<file path="config.mk">
export PLATFORM = sky130hd
export DESIGN_NAME = board_state_tx_flat
export DESIGN_NICKNAME = d
export VERILOG_FILES = /design/src/rtl/board_state_tx_if.sv /design/src/rtl/board_state_tx.sv /design/src/flat_wrapper.sv
export SDC_FILE = /design/constraint.sdc
export NUM_CORES = 1
export LEC_CHECK = 0
export ABC_AREA = 1
export CAP_MARGIN = 20
export CORE_MARGIN = 2
export CORE_UTILIZATION = 56
export DETAILED_ROUTE_END_ITERATION = 7
export PLACE_DENSITY_LB_ADDON = 0.2
export SLEW_MARGIN = 20
export SYNTH_ARGS = -nofsm -noshare
export SYNTH_HDL_FRONTEND = slang
export SYNTH_SLANG_ARGS = --single-unit
</file>
<file path="constraint.sdc">
create_clock -name CLK -period 2.25 [get_ports CLK]
set_clock_uncertainty 0.15 [all_clocks]
set_input_delay 0.225 -clock CLK [delete_from_list [all_inputs] [get_ports CLK]]
set_output_delay 0.225 -clock CLK [all_outputs]
set_load 0.005 [all_outputs]
</file>
<file path="src/rtl/board_state_tx_if.sv">
// Byte stream from board_state_tx toward the host socket adapter.
// Plain valid/ready handshake; a byte moves on any clock where both are high.
interface board_state_tx_if;
    logic [7:0] TX_DATA;
    logic       TX_VALID;
    logic       TX_READY;

    modport master (output TX_DATA, output TX_VALID, input TX_READY);
    modport slave  (input TX_DATA, input TX_VALID, output TX_READY);
endinterface

</file>
<file path="src/rtl/board_state_tx.sv">
// Snapshots LED/HEX board outputs and streams them as 10-byte frames
// (A5, LED lo, LED hi, HEX0..HEX5, XOR checksum) on change, after reset and on keep-alive.
module board_state_tx #(
    parameter int unsigned KEEPALIVE = 1000000
) (
    input  logic             CLK,
    input  logic             RST,
    input  logic [9:0]       LED,
    input  logic [6:0]       HEX0,
    input  logic [6:0]       HEX1,
    input  logic [6:0]       HEX2,
    input  logic [6:0]       HEX3,
    input  logic [6:0]       HEX4,
    input  logic [6:0]       HEX5,
    board_state_tx_if.master tx,
    output logic             BUSY
);

    localparam int unsigned    CNT_W  = (KEEPALIVE == 0) ? 1 : $clog2(KEEPALIVE + 1);
    localparam logic [CNT_W-1:0] KA_MAX = CNT_W'(KEEPALIVE);
    localparam bit             KA_EN  = (KEEPALIVE != 0);

    typedef struct packed {
        logic [6:0] hex5;
        logic [6:0] hex4;
        logic [6:0] hex3;
        logic [6:0] hex2;
        logic [6:0] hex1;
        logic [6:0] hex0;
        logic [9:0] led;
    } snap_t;

    typedef enum logic {S_IDLE, S_SEND} state_e;

    state_e           state_q, state_d;
    snap_t            snap_q, snap_d;
    snap_t            live;
    logic             force_q, force_d;
    logic [CNT_W-1:0] idle_q, idle_d;
    logic [3:0]       idx_q, idx_d;
    logic             trigger;
    logic [7:0]       frame [10];

    assign live = {HEX5, HEX4, HEX3, HEX2, HEX1, HEX0, LED};

    // Frame bytes come from the held snapshot only, so live inputs may move mid-frame.
    always_comb begin
        frame[0] = 8'hA5;
        frame[1] = snap_q.led[7:0];
        frame[2] = {6'b0, snap_q.led[9:8]};
        frame[3] = {1'b0, snap_q.hex0};
        frame[4] = {1'b0, snap_q.hex1};
        frame[5] = {1'b0, snap_q.hex2};
        frame[6] = {1'b0, snap_q.hex3};
        frame[7] = {1'b0, snap_q.hex4};
        frame[8] = {1'b0, snap_q.hex5};
        frame[9] = frame[1] ^ frame[2] ^ frame[3] ^ frame[4]
                 ^ frame[5] ^ frame[6] ^ frame[7] ^ frame[8];
    end

    always_comb begin
        state_d = state_q;
        snap_d  = snap_q;
        force_d = force_q;
        idle_d  = idle_q;
        idx_d   = idx_q;
        trigger = 1'b0;
        case (state_q)
            S_IDLE: begin
                trigger = force_q || (live != snap_q) || (KA_EN && (idle_q == KA_MAX));
                if (trigger) begin
                    snap_d  = live;
                    force_d = 1'b0;
                    idle_d  = '0;
                    idx_d   = 4'd0;
                    state_d = S_SEND;
                end else if (idle_q != KA_MAX) begin
                    idle_d = idle_q + 1'b1;
                end
            end
            S_SEND: begin
                if (tx.TX_READY) begin
                    if (idx_q == 4'd9) state_d = S_IDLE;
                    else               idx_d   = idx_q + 4'd1;
                end
            end
            default: state_d = S_IDLE;
        endcase
    end

    // Valid is pure state, keeping TX_READY out of any path to TX_VALID.
    assign tx.TX_VALID = (state_q == S_SEND);
    assign tx.TX_DATA  = (state_q == S_SEND) ? frame[idx_q] : 8'h00;
    assign BUSY        = (state_q == S_SEND);

    always_ff @(posedge CLK) begin
        if (RST) begin
            state_q <= S_IDLE;
            snap_q  <= '0;
            force_q <= 1'b1;
            idle_q  <= '0;
            idx_q   <= 4'd0;
        end else begin
            state_q <= state_d;
            snap_q  <= snap_d;
            force_q <= force_d;
            idle_q  <= idle_d;
            idx_q   <= idx_d;
        end
    end

endmodule

</file>
<file path="src/flat_wrapper.sv">
// flat-port wrapper written by rule: the top's interface ports become plain ports
module board_state_tx_flat 
#(
    parameter int unsigned KEEPALIVE = 1000000
)
  (CLK, RST, LED, HEX0, HEX1, HEX2, HEX3, HEX4, HEX5, BUSY, tx_TX_DATA, tx_TX_VALID, tx_TX_READY);
  board_state_tx_if tx_i ();
  input  logic CLK;
  input  logic RST;
  input  logic [9:0] LED;
  input  logic [6:0] HEX0;
  input  logic [6:0] HEX1;
  input  logic [6:0] HEX2;
  input  logic [6:0] HEX3;
  input  logic [6:0] HEX4;
  input  logic [6:0] HEX5;
  output logic BUSY;
  output wire logic [$bits(tx_i.TX_DATA)-1:0] tx_TX_DATA;
  output wire logic [$bits(tx_i.TX_VALID)-1:0] tx_TX_VALID;
  input wire logic [$bits(tx_i.TX_READY)-1:0] tx_TX_READY;
  assign tx_TX_DATA = tx_i.TX_DATA;
  assign tx_TX_VALID = tx_i.TX_VALID;
  assign tx_i.TX_READY = tx_TX_READY;
  board_state_tx #(.KEEPALIVE(KEEPALIVE)) u_core (.CLK(CLK), .RST(RST), .LED(LED), .HEX0(HEX0), .HEX1(HEX1), .HEX2(HEX2), .HEX3(HEX3), .HEX4(HEX4), .HEX5(HEX5), .tx(tx_i), .BUSY(BUSY));
endmodule
</file>
==> summary.txt, run 1 <==
CTS
  • CTS root buffer: clkbuf_8
  • Clk slew on worst S/H paths: 0.10 ns
  • H-tree depth: 3
  • Clock sink total: 78
  • TritonCTS Buffers: 9
  • Clk_lat worst skew: 0.36 ns
  • Max Root-Sink Buffers: 2
  • CTS tree: built

Pwr
  • Total power: 4056 uW
  • Leak Pwr: 0.003195 uW
  • Max VDD drop: 0.4190 mV
  • PwrDens: 567.7 nW/um^2

Worst setup path
  • Required time worst endpoint: 2.40 ns
  • Crit start category: register
  • Crit path max fanout: 8
  • Max stage delay on crit path: 0.39 ns
  • Critical Path, Cell by Cell: buf_4 -> inv_2 -> nand2_1 -> nand2_1 -> nor2_1 -> nand2_1 -> nor2_2 -> nand2_1 -> nor2_2 -> nand2_2 -> nand2_8 -> buf_8 -> clkbuf_16 -> o21ai_2 -> nor2_1
  • Top cell by count, worst path: nand2_1
  • Worst Path Arrival: 2.54 ns
  • Critical Path Sink Type: register
  • Crit Path Category: register to register
  • CP max-delay cell: dfxtp_2

GRT
  • GRT Util Overall: 0.3257
  • Global-route wire length before repair: 25,540 um
  • Vias in the first global route: 5,431
  • Grt ovf: 0
  • Pin count of the biggest net entering global routing: 50
  • Initial antenna violation count: 0

Placed design
  • RePlAce Congestion: 0.9508
  • Post-place setup slack: -0.2100 ns
  • Number of port buffers: 64
  • Hpwl dp: 11,870 um
  • DP Cell Count: 1,017

Outcome
  • Failing checks: design-rule violations, negative setup slack
  • Status: complete, but fails checks

Logic synthesis
  • Post-synthesis cell count: 816
  • Syn Std Cell Area: 5001 sq um
  • Syn_nets: 875
  • Synth Warn #: 0
  • Synth unique cells: 34
  • Register area share after synthesis: 0.3122
  • Avg Inst Size Synth: 6.129 sq um
  • Synth Register Bits: 78

Timing
  • Min cycle time layout: 2.381 ns
  • Max_slew headroom: 0.7283
  • Slew Viols, Final: 0
  • Fin crit share: 1.058
  • Final worst slack: -0.1314 ns
  • Achievable clock frequency: 419.9 MHz
  • RSZ-0062 raised after global routing: yes
  • Setup TNS: -4.521 ns
  • Least-Margin Pin Slew: 0.4045 ns
  • Final setup vio count: 77
  • Endpoints failing hold: 0

Job
  • Number of max-cap violations: 0

Cells and area
  • Layout cell share with drive strength beyond 1: 0.2661
  • Most frequent cells in the layout: 191 x nand2_1, 97 x inv_1, 81 x nor2_1
  • Fillers: 547
  • Non-Filler Instances: 1,055
  • Multi-input combinational cell area: 3237 sq um
  • Most common cell after layout, fill and taps aside: nand2_1
  • Diodes inserted: 0
  • Register Area: 1608 sq um
  • Layout area overhead: 42.88%
  • Final net count: 1,001

Floorplanning
  • Starting Density: 0.5763
  • Core Area: 8678 sq um
  • Die area: 9702 sq um
  • Die Ht: 98.50 um
  • Rows: 34
  • Boundary Pins: 65
  • Die X-Extent: 98.50 um

Drt
  • TritonRoute pass-1 iters: 8
  • Final ANT Viol Nets: 0
  • Post-DR vias/cell: 5.954
  • Drt total wl: 19,030 um
  • Detailed Route Iter0 Violations: 670
  • Per-cell routed wire length: 18.03 um
  • DRC Markers: 2
  • Vias: 6,281

Worst hold path
  • Hold WC Path Type: input pin to register
==> where the power goes <==
group	internal [uW]	leakage, uW	switching, uW
registers	1470	0.000653	94.9
logic	596	0.00244	740
clock network	530	0.000105	620
==> sequential cells by signal, indices dropped and copies added (netlist names) <==
register and flops:
u_core.BUSY 1, u_core.force_q 1, u_core.idle_q 20, u_core.idx_q 4
u_core.frame 52
==> Yosys cell counts, drive strengths merged <==
| master | number | area [sq um] |
|---|---|---|
| a211oi | 2 | 20.02 |
| a21oi | 82 | 410.4 |
| a31oi | 3 | 18.77 |
| a32o | 2 | 20.02 |
| and3 | 1 | 6.260 |
| buf | 16 | 106.3 |
| clkbuf | 15 | 56.30 |
| dfxtp | 78 | 1562 |
| ha | 4 | 50.05 |
| inv | 121 | 454.2 |
| nand2 | 210 | 798.3 |
| nand3 | 36 | 180.2 |
| nand4 | 5 | 31.28 |
| nor2 | 89 | 339.1 |
| nor3 | 10 | 55.05 |
| nor3b | 3 | 32.53 |
| o211ai | 2 | 15.01 |
| o21ai | 91 | 455.4 |
| o311ai | 1 | 8.760 |
| o31ai | 2 | 15.01 |
| or2 | 4 | 25.02 |
| xnor2 | 21 | 183.9 |
| xor2 | 18 | 157.7 |
==> through the flow <==
step	hold WS (ns)	area (sq um)	utilization
6_report	0.3433	7146	0.8234
5_1_grt	0.3664	7146	0.8234
4_1_cts	0.3454	6486	0.7474
3_5_place_dp	0.3275	6140	0.7075
3_3_place_gp	0.3181	6140	0.7075
2_1_floorplan	0.1441	5001	-
==> cells by family after synthesis <==
logic type / after synthesis / synth area share
AO/OA/AOI/OAI: 185 / 0.1926
flip-flops: 78 / 0.3122
AND/OR/NAND/NOR: 358 / 0.2935
XOR/XNOR: 39 / 0.06830
buffers and inverters: 152 / 0.1233
adder cells (fa/ha/maj): 4 / 0.01001
==> area by class of cell <==
cell class | count | area share
clock buffer | 9 | 0.01734
clock inverter | 7 | 0.01103
inverter | 121 | 0.06461
multi-input combinational | 587 | 0.4530
sequential | 78 | 0.2250
tap | 108 | 0.01891
timing repair buffer | 145 | 0.2101
==> critical path: cells and delay by family, from the launching register on <==
| family | cells | cell delay, ns |
|---|---|---|
| simple gates | 10 | 1.23 |
| buf+inv | 4 | 0.49 |
| flops | 1 | 0.39 |
| compound gates | 1 | 0.05 |
==> final timing paths <==
path / startpoint / end / slack [ns] / depth (start not counted)
worst max-delay path: u_core.frame[24] / u_core.frame[54] / -0.13 / 15
worst min register to register: u_core.frame[56] / u_core.frame[56] / 0.35 / 2
worst min-delay path: HEX0[5] / u_core.frame[53] / 0.34 / 3
worst max register to register: u_core.frame[24] / u_core.frame[54] / -0.13 / 15
==> timing repair <==
item                                    in CTS  in global routing
gates cloned                                 0                 14
endpoints found under the hold margin        0                  0
hold buffers                                 0                  0
gates resized for setup                     69                126
pin swaps                                   29                 56
endpoints found under the setup margin       9                 79
setup buffers                                0                  8
==> per-layer routing <==
layer,global-route usage,vias up,share of wire,wire [um]
li1,-,2837,-,-
met1,0.4283,2868,0.37,6980
met2,0.5463,459,0.46,8802
met3,0.04965,117,0.12,2229
met4,0.1149,0,0.053,1013
met5,0,-,0,0
No activity file was read; power rests on OpenSTA's default activity.
==> inputs of run 2 (changes only) <==
--- a/config.mk
+++ b/config.mk
@@ -6,7 +6,7 @@
 export NUM_CORES = 1
 export LEC_CHECK = 0
 export ABC_AREA = 1
-export CAP_MARGIN = 20
+export CAP_MARGIN = 40
 export CORE_MARGIN = 2
 export CORE_UTILIZATION = 56
 export DETAILED_ROUTE_END_ITERATION = 7
==> constraint.sdc (replaced) <==
create_clock -name CLK -period 2.4 [get_ports CLK]
set_clock_uncertainty 0.15 [all_clocks]
set_input_delay 0.24 -clock CLK [delete_from_list [all_inputs] [get_ports CLK]]
set_output_delay 0.24 -clock CLK [all_outputs]
set_load 0.005 [all_outputs]
==> run 2 against run 1 <==
- the run now ends clean
- non-clock buffer count down 49
- via count shrank 13%
- largest power group unchanged
- combinational power down 27%
==> summary.txt, run 2 (synthesized netlist as in run 1, its figures left out) <==
CTS
  • Clk slew on worst S/H paths: 0.09 ns (about the same)
  • H-tree depth: 3 (unchanged)
  • Clk_lat worst skew: 0.37 ns (about the same)
  • Max Root-Sink Buffers: 2 (unchanged)
  • CTS tree: built
  • TritonCTS Buffers: 9 (unchanged)
  • CTS root buffer: clkbuf_8
  • Clock sink total: 78 (unchanged)

Placed design
  • RePlAce Congestion: 0.9105 (-4.2%)
  • Hpwl dp: 11,290 um (-4.9%)
  • Number of port buffers: 64 (unchanged)
  • DP Cell Count: 987 (-2.9%)

Timing
  • Achievable clock frequency: 423.1 MHz
  • Final setup vio count: 0 (-100%)
  • Fin crit share: 0.9848
  • Max_slew headroom: 0.6857 (-0.04255)
  • Least-Margin Pin Slew: 0.4709 ns (+0.06641 ns)
  • Slew Viols, Final: 0 (unchanged)
  • Endpoints failing hold: 0 (unchanged)
  • Min cycle time layout: 2.363 ns

Worst hold path
  • HP Start: LED[2]
  • Hold WC Path Type: input pin to register

Pwr
  • Reg power frac: 0.428 (+0.041)
  • Max VDD drop: 0.4094 mV (-2.3%)
  • PwrDens: 544.9 nW/um^2 (-4.0%)
  • Sw Ratio: 0.3580 (-0.0007072)
  • NetSw: 1232 uW (-15%)
  • Comb power frac: 0.285 (-0.045)
  • Leak Pwr: 0.002828 uW (-11%)
  • Clock power share: 0.287 (+0.004)
  • Internal power: 2209 uW (-15%)

Worst setup path
  • Crit path buffers/inverters: 1 (-3)
  • Top cell by count, worst path: nand2_1
  • Max stage delay on crit path: 0.34 ns (-0.05 ns)
  • CP max-delay cell: dfxtp_2
  • CP top delay family: XOR/XNOR gates
  • Worst Path Arrival: 1.97 ns (-0.57 ns)
  • Critical Path, Cell by Cell: xnor2_2 -> xor2_1 -> xnor2_2 -> nand2_1 -> nand2_1 -> nand2_1 -> a21oi_2 -> nor2_1 -> clkdlybuf4s15_1
  • Required time worst endpoint: 2.01 ns (-0.39 ns)
  • Worst reg2reg startpoint: u_core.frame[20]
  • Crit Path Category: register to output pin
  • Crit path max fanout: 2 (-6)
  • Critical Path Sink Type: output pin
  • Crit start category: register
  • Crit path from: u_core.frame[69]

Outcome
  • Status: finished, final reports clean

GRT
  • Grt ovf: 0 (unchanged)
  • Global-route wire length before repair: 24,900 um (-2.5%)
  • Initial antenna violation count: 0 (unchanged)
  • GRT Util Overall: 0.3218 (-0.003928)
  • Vias in the first global route: 5,121 (-5.7%)
  • Pin count of the biggest net entering global routing: 42 (-16%)

Cells and area
  • Layout area overhead: 26.27%
  • Diodes inserted: 0 (unchanged)
  • Most common cell after layout, fill and taps aside: nand2_1
  • Most frequent cells in the layout: 204 x nand2_1, 101 x inv_1, 85 x nor2_1
  • Largest register FFs: 52 (unchanged)
  • Layout cell share with drive strength beyond 1: 0.1483 (-0.1178)
  • Non-Filler Instances: 1,005 (-4.7%)
  • Final net count: 951 (-5.0%)
  • Post-layout util: 0.7277 (-0.09573)

Floorplanning
  • Core Area: 8678 sq um (unchanged)
  • Die area: 9702 sq um (unchanged)
  • Die Ht: 98.50 um (unchanged)
  • Die X-Extent: 98.50 um (unchanged)
  • Boundary Pins: 65 (unchanged)
  • Starting Density: 0.5763 (unchanged)
  • Rows: 34 (unchanged)

Drt
  • Post-DR vias/cell: 5.424 (-8.9%)
  • Detailed Route Iter0 Violations: 408 (-39%)
  • DRC Markers: 0 (-2)
  • Per-cell routed wire length: 15.37 um (-15%)
  • Drt total wl: 15,450 um (-19%)
  • TritonRoute pass-1 iters: 5 (-3)
  • Final ANT Viol Nets: 0 (unchanged)
  • Vias: 5,451 (-13%)

Job
  • Number of max-cap violations: 0 (unchanged)
[run 2: cell types whose count changed in the layout (fill, tap and decap cells not counted), moves of 6 or more]
cell       previous run  this run
a21oi_1              55        75
a21oi_2              27         7
buf_4                56        25
buf_6                 6         0
clkbuf_16             8         0
dfxtp_1              49        61
dfxtp_2              25        13
nand2_1             191       204
nand2_2              14         5
o21ai_0              65        81
o21ai_1              21        10
[run 2: worst reg2reg max path: stages, from the launching register on]
cell,delay [ns]
dfxtp_1,0.53
inv_2,0.06
nand2_1,0.06
nand2_1,0.04
nor2_1,0.18
nand2_1,0.08
nor2_1,0.11
nand2_1,0.07
nor2_2,0.09
nand2_1,0.09
nand2_4,0.16
nand2_2,0.13
nand2_1,0.15
nand2_1,0.07
nand2_1,0.06
nor2_1,0.04
[run 2: power groups by stage]
stage	clock network (uW)	registers [uW]	logic (uW)
after floorplan	0	1470	545
after global placement	0	1480	876
after CTS	997	1460	928
after global routing	1050	1480	1070
after detailed placement	0	1480	892
final	988	1470	981
[run 2: path summary, 6_finish.rpt]
kind	endpoint	cells past startpoint	slack [ns]
worst min-delay path	u_core.frame[66]	3	0.30
worst min register to register	u_core.frame[24]	2	0.34
worst max register to register	u_core.idx_q[1]	15	0.24
worst max-delay path	tx_TX_DATA[5]	9	0.04
[run 2: metal layers]
layer / wire, um / up-vias / global-route usage
met5: 0 / - / 0
met4: 407 / 0 / 0.1222
met3: 1333 / 32 / 0.05461
met2: 7010 / 242 / 0.5029
met1: 6696 / 2446 / 0.4475
li1: - / 2731 / -
[run 2: per-stage QoR]
| step | TNS, ns | power (uW) | instance area (sq um) | hold WS [ns] | setup slack (ns) |
|---|---|---|---|---|---|
| 2_1_floorplan | 0 | 2012 | 5001 | 0.1591 | 0.5980 |
| 3_3_place_gp | 0 | 2353 | 5914 | 0.3168 | 0.06573 |
| 3_5_place_dp | 0 | 2373 | 5914 | 0.3409 | 0.02122 |
| 4_1_cts | 0 | 3385 | 6226 | 0.2998 | 0.001779 |
| 5_1_grt | -0.05279 | 3605 | 6315 | 0.3479 | -0.04222 |
| 6_report | 0 | 3441 | 6315 | 0.3047 | 0.03650 |
[run 2: cell type report]
| type | count | area (sq um) |
|---|---|---|
| timing repair buffer | 96 | 954.7 |
| clock buffer | 9 | 123.9 |
| inverter | 121 | 454.2 |
| tap | 108 | 135.1 |
| fill | 739 | 2364 |
| clock inverter | 7 | 62.56 |
| multi-input combinational | 586 | 2992 |
| sequential | 78 | 1593 |
[run 2: repair_timing]
item | in CTS | in global routing
cloned | 1 | 0
resized for setup | 37 | 44
setup endpoints to repair | 7 | 8
pin swaps | 11 | 21
hold buffers | 0 | 0
buffers inserted | 1 | 0
